[config.mk]
export PLATFORM = sky130hd
export DESIGN_NAME = video_timing_gen
export DESIGN_NICKNAME = d
export VERILOG_FILES = /design/src/rtl/video_timing_gen.sv
export SDC_FILE = /design/constraint.sdc
export NUM_CORES = 1
export LEC_CHECK = 0
export CAP_MARGIN = 0
export CORE_ASPECT_RATIO = 1.2
export CORE_UTILIZATION = 55
export DETAILED_ROUTE_END_ITERATION = 7
export PLACE_DENSITY = 0.84
export SYNTH_ARGS = -nofsm -noshare
export SYNTH_HDL_FRONTEND = slang
export SYNTH_SLANG_ARGS = --single-unit
export TNS_END_PERCENT = 5
[constraint.sdc]
create_clock -name clk -period 2.9 [get_ports clk]
set_input_delay 0.58 -clock clk [delete_from_list [all_inputs] [get_ports clk]]
set_output_delay 0.58 -clock clk [all_outputs]
set_load 0.02 [all_outputs]
[src/rtl/video_timing_gen.sv]
// ---------------------------------------------------------------------------
// video_timing_gen
//   Raster timing generator. A clock divider produces one pixel strobe every
//   PIX_DIV clocks; each strobe advances a (col,row) raster position over
//   H_TOTAL x V_TOTAL. Sync, active-video, linear address and frame-start
//   outputs are registered on the same edge as col/row, so they always
//   describe the position currently shown on col/row.
//
//   Optional feature: define VTG_FRAME_CNT_EN to add a 16-bit frame counter
//   output (frame_cnt) that advances with every frame_start.
//
// Ports
//   clk          in   system clock, rising edge
//   rst          in   asynchronous active-high reset
//   enable       in   run; low freezes all state
//   pixel_pulse  out  one-clk strobe per pixel period
//   col          out  horizontal position 0..H_TOTAL-1
//   row          out  vertical position 0..V_TOTAL-1
//   addr         out  linear address of the visible region (mod 2^ADDR_W)
//   hsync        out  horizontal sync, asserted level HS_POL
//   vsync        out  vertical sync, asserted level VS_POL
//   active       out  current (col,row) is visible
//   frame_start  out  one-clk strobe when (col,row) wraps to (0,0)
//   frame_cnt    out  frames started (only with VTG_FRAME_CNT_EN)
// ---------------------------------------------------------------------------
module video_timing_gen #(
    parameter int H_ACTIVE = 640,
    parameter int H_FP     = 16,
    parameter int H_SYNC   = 96,
    parameter int H_BP     = 48,
    parameter int V_ACTIVE = 480,
    parameter int V_FP     = 10,
    parameter int V_SYNC   = 2,
    parameter int V_BP     = 33,
    parameter int PIX_DIV  = 6,
    parameter bit HS_POL   = 1'b0,
    parameter bit VS_POL   = 1'b0,
    parameter int ADDR_W   = 20
) (
    input  logic              clk,
    input  logic              rst,
    input  logic              enable,
    output logic              pixel_pulse,
    output logic [9:0]        col,
    output logic [9:0]        row,
    output logic [ADDR_W-1:0] addr,
    output logic              hsync,
    output logic              vsync,
    output logic              active,
    output logic              frame_start
`ifdef VTG_FRAME_CNT_EN
    ,
    output logic [15:0]       frame_cnt
`endif
);

    localparam int H_TOTAL = H_ACTIVE + H_FP + H_SYNC + H_BP;
    localparam int V_TOTAL = V_ACTIVE + V_FP + V_SYNC + V_BP;
    localparam int DIV_W   = $clog2(PIX_DIV);

    localparam logic [DIV_W-1:0] DIV_LAST = DIV_W'(PIX_DIV - 1);
    localparam logic [9:0] H_LAST   = 10'(H_TOTAL - 1);
    localparam logic [9:0] V_LAST   = 10'(V_TOTAL - 1);
    localparam logic [9:0] H_ACT    = 10'(H_ACTIVE);
    localparam logic [9:0] V_ACT    = 10'(V_ACTIVE);
    localparam logic [9:0] HS_START = 10'(H_ACTIVE + H_FP);
    localparam logic [9:0] HS_END   = 10'(H_ACTIVE + H_FP + H_SYNC);
    localparam logic [9:0] VS_START = 10'(V_ACTIVE + V_FP);
    localparam logic [9:0] VS_END   = 10'(V_ACTIVE + V_FP + V_SYNC);

    logic [DIV_W-1:0] div_q;
    logic [9:0]       col_nxt;
    logic [9:0]       row_nxt;
    logic             frame_wrap;

    // The strobe is decoded from the divider so it lines up with the edge
    // that advances col/row; gating with enable keeps it quiet while frozen.
    assign pixel_pulse = enable && (div_q == DIV_LAST);

    // Next raster position, consumed only on a pixel_pulse edge. The
    // registered outputs below are decoded from this next position so they
    // land on the same edge as col/row.
    // NOTE: every signal driven here gets a default first, otherwise the
    // incomplete if/else would infer a latch.
    always_comb begin
        col_nxt    = col + 10'd1;
        row_nxt    = row;
        frame_wrap = 1'b0;
        if (col == H_LAST) begin
            col_nxt = '0;
            if (row == V_LAST) begin
                row_nxt    = '0;
                frame_wrap = 1'b1;
            end else begin
                row_nxt = row + 10'd1;
            end
        end
    end

    // NOTE: state registers use non-blocking assignments so every register
    // samples the pre-edge values, independent of statement order.
    always_ff @(posedge clk or posedge rst) begin
        if (rst) begin
            div_q       <= '0;
            col         <= '0;
            row         <= '0;
            addr        <= '0;
            active      <= 1'b1;
            hsync       <= ~HS_POL;
            vsync       <= ~VS_POL;
            frame_start <= 1'b0;
        end else begin
            // frame_start is a single-clock strobe: cleared on every edge
            // unless this edge performs the wrap.
            frame_start <= 1'b0;
            if (enable) begin
                if (pixel_pulse) begin
                    div_q       <= '0;
                    col         <= col_nxt;
                    row         <= row_nxt;
                    active      <= (col_nxt < H_ACT) && (row_nxt < V_ACT);
                    hsync       <= (col_nxt >= HS_START && col_nxt < HS_END) ? HS_POL : ~HS_POL;
                    vsync       <= (row_nxt >= VS_START && row_nxt < VS_END) ? VS_POL : ~VS_POL;
                    frame_start <= frame_wrap;
                    // addr counts visible pixels already left behind, so it
                    // advances when leaving an active position.
                    if (frame_wrap) begin
                        addr <= '0;
                    end else if (active) begin
                        addr <= addr + ADDR_W'(1);
                    end
                end else begin
                    div_q <= div_q + DIV_W'(1);
                end
            end
        end
    end

`ifdef VTG_FRAME_CNT_EN
    always_ff @(posedge clk or posedge rst) begin
        if (rst) begin
            frame_cnt <= '0;
        end else if (pixel_pulse && frame_wrap) begin
            frame_cnt <= frame_cnt + 16'd1;
        end
    end
`endif

endmodule

==> results of run 1 <==
state kept, by name, summed over array words and instances (netlist names):
| signal | flops |
|---|---|
| addr | 20 |
| active | 1 |
| hsync | 1 |
| row | 10 |
| vsync | 1 |
| div_q | 3 |
| frame_start | 1 |
| col | 10 |
path summary, 6_finish.rpt:
check | end | cells after the start | slack, ns | startpoint
min reg2reg | div_q[2]$_DFFE_PP0P_ | 1 | 0.50 | div_q[2]$_DFFE_PP0P_
min in group asynchronous | col[8]$_DFFE_PP0P_ | 2 | 0.62 | rst
max | pixel_pulse | 4 | 0.34 | enable
max in group asynchronous | div_q[0]$_DFFE_PP0P_ | 3 | 1.78 | rst
max reg2reg | active$_DFFE_PP1P_ | 8 | 0.48 | row[1]$_DFFE_PP0P_
min | div_q[2]$_DFFE_PP0P_ | 1 | 0.50 | div_q[2]$_DFFE_PP0P_
power breakdown:
| group | switching, W | leakage (nW) | total (W) | internal, W |
|---|---|---|---|---|
| logic | 0.000205 | 0.728 | 0.000370 | 0.000165 |
| clock network | 0.000224 | 0.0515 | 0.000442 | 0.000218 |
| registers | 0.0000851 | 0.619 | 0.000818 | 0.000733 |
| total | 0.000514 | 1.40 | 0.00163 | 0.00112 |
layout by cell type (no fill, tap or decap), types with 5 or more instances in the layout:
cell | netlist | routed
nand2_1 | 35 | 35
nand4_1 | 13 | 13
or3_1 | 5 | 5
nor3_1 | 7 | 7
inv_1 | 9 | 8
clkdlybuf4s50_1 | 0 | 47
nor2b_1 | 6 | 6
nor2_1 | 26 | 26
a21oi_1 | 10 | 10
o21ai_0 | 29 | 29
nand3_1 | 22 | 22
o31ai_1 | 5 | 5
ha_1 | 6 | 6
and3_1 | 8 | 8
clkbuf_8 | 0 | 7
dfrtp_1 | 44 | 44
mux2i_1 | 5 | 5
xnor2_1 | 14 | 14
routing by layer:
| layer | global-route usage, % | vias up |
|---|---|---|
| li1 | - | 1222 |
| met1 | 36.0 | 1241 |
| met2 | 44.8 | 73 |
| met3 | 4.83 | 8 |
| met4 | 9.57 | 0 |
| met5 | 0 | - |
final cells by class:
type | count | share of cell area, %
Multi-Input combinational cell | 241 | 44.3
Sequential cell | 47 | 34.5
Timing Repair Buffer | 51 | 15.0
Clock buffer | 8 | 2.93
Tap cell | 60 | 2.20
Inverter | 10 | 1.10
per-stage QoR:
| stage | instance area [um2] | hold slack [ns] |
|---|---|---|
| after floorplan | 2810 | 0.457 |
| after global placement | 3320 | 0.482 |
| after detailed placement | 3320 | 0.489 |
| after CTS | 3420 | 0.500 |
| after global routing | 3420 | 0.545 |
| final | 3420 | 0.499 |
cells by family (layout without fill, tap and decap cells):
kind of cell               count (synthesis)  count (layout)
adders and majority gates                  6               6
buffers and inverters                     26              69
AOI/OAI and AO/OA                         62              62
muxes                                      5               5
DFF                                       47              47
and+or+nand+nor                          150             150
xor gates and xnor gates                  18              18
synth_stat cells (2+ instances only):
master,count,area [um2]
a22o_1,3,26.3
nor4_4,2,42.5
and3_1,8,50.1
a21oi_1,10,50.1
o41ai_1,3,26.3
nand2_1,35,131
nand2b_1,3,18.8
xnor2_1,14,123
nand4_1,13,81.3
nand3_1,22,110
clkbuf_1,6,22.5
a32o_1,2,20.0
nor4_1,3,18.8
or4b_1,2,20.0
xor2_1,4,35.0
and2_1,3,18.8
nor2b_1,6,37.5
nor2_1,26,97.6
inv_1,9,33.8
a41oi_1,2,17.5
nor3_1,7,35.0
mux2i_1,5,50.1
ha_1,6,75.1
o21ai_0,29,145
o31ai_1,5,37.5
dfrtp_1,44,1100
dfstp_2,3,78.8
or3_1,5,31.3
buf_2,7,35.0
and4_1,4,35.0
critical path: stages:
cell             delay [ns]
clkdlybuf4s50_1        0.59
nand3_1                0.14
clkinv_1               0.07
clkdlybuf4s50_1        0.59
==> summary.md, run 1 <==
| Metric | Value |
|---|---|
| CORE AREA | around 5000 um2 |
| Detailed-route DRC error count | 0 |
| Final hold violation count | 0 |
| Dpl hpwl | 4720 um |
| Total CTS buffers | 5 |
| Total Routed Length | 6520 um |
| Wire length per cell | between 15 and 20 um |
| CP Data Required Time | 2.32 ns |
| Clock tree from TritonCTS | done |
| Pins Over Slew Limit | 0 |
| Placer congestion estimate | 0.882 |
| Prevailing post-synth register cell | dfrtp_1 |
| CTS root buf | clkbuf_8 |
| Maxcap violations | 0 |
| Mapped Area | 2810 um2 |
| Mux cell area share after synthesis | 1.78% |
| Run status | complete, no violations |
| Starting DRT DRC Count | 240 |
| Post-Synth XOR/XNOR Area | 5.61% |
| RSZ-0062 raised after global routing | no |
| Max frequency | 0.391 GHz |
| Finished Core Util | 69.2% |
| Ys async rst share | 100% |
| Die area | roughly 5400 um2 |
| Die Y | 80.3 um |
| TNS Setup | 0 ns |
| CP Capture Type | output port |
| H-tree Lvls | 2 |
| Ant. Diodes | 0 |
| Post-route ant nets | 0 |
| Post-cts resize count | 0 |
| Overflow after GRT | 0 |
| Worst Skew | 0.00825 ns |
| Crit Path Max Fanout | 6 |
| Tot Pwr | 0.00163 W |
| Vias | 2544 |
| Area Overhead vs Synth | 21.6% |
| DIE WIDTH | 67.3 um |
| Worst vdd ir | 401 uV |
| Share of post-route cells with drive strength above 1 | 7.84% |
| Mapped Cells | 314 |
| Top routing layer in use | met4 |
| Antenna violations before repair | 0 |
| Fin nets | 365 |
| DR pass1 iterations | 4 |
| Setup WS post-layout | 0.344 ns |
| Setup WS pre-CTS | 0.239 ns |
| Power Density | between 400 and 500 nW/um2 |
| Post-synthesis sequential area ratio | 42.0% |
| Largest net degree at the start of global routing | 29 |
| Met3 WL | 278 um |
| Placed Cells | roughly 410 |
| DR vias/cell | 6.10 |
| Worst skew pair latency | 0.30 ns |
| Register area | 1180 um2 |
| Yosys warnings | 0 |
| Netlist cell types | 53 |
| DRT met1 WL | approximately 2900 um |
| Layout fillers | 398 |
| Met2 wire length | approximately 3300 um |
| Hold Path Class | reg2reg |
| PortBufs | 47 |
| Worst Path Class, Setup | in2out |
| Total leakage power | between 1 and 1.5 nW |
| Post-Synth Simple-Gate Area | 29.7% |
| Post-synth EDFFs | 0 |
| Hold Buf Count CTS | 0 |
| WP data arrival | about 2.0 ns |
| Slew @ Worst Pin | slightly above 0.7 ns |
| Vias in the first global route | 2392 |
| Tot GR Track Use | 27.5% |
| Min Tclk post-route | 2.56 ns |
| Setup violators final | 0 |
| Setup Buffers After CTS | 0 |
| Clk slew on worst S/H paths | 0.08 ns |
| Final period utilization | 88.1% |
| Num rows | 28 |
| CTS max path bufs | 2 |
| Initial Util | 56.9% |
| Crit start category | input port |
| Post-synthesis register bit count | 47 |
| Post-route insts no fill | about 420 |
| Synth Area in Compound Gates | 14.1% |
| I/O pins | 48 |
| Main combinational cell family by area after synthesis | simple AND/OR/NAND/NOR gates |
| Syn Area/Cell | 8.95 um2 |
| Slew headroom | 52.7% |
| Synth Net Count | 323 |
| CTS sink count | 47 |
| Synth Area in Adders | 2.67% |
| First-pass GRT wire length | 11300 um |
| Multi-input gate area | 1510 um2 |
Note: power is estimated with default switching activity, not from simulation.
==> run 2: changes to the inputs <==
Settings changed: CAP_MARGIN 0 to default.
==> results of run 2 <==
No change in the layout: final DEF, timing and power equal those of run 1.
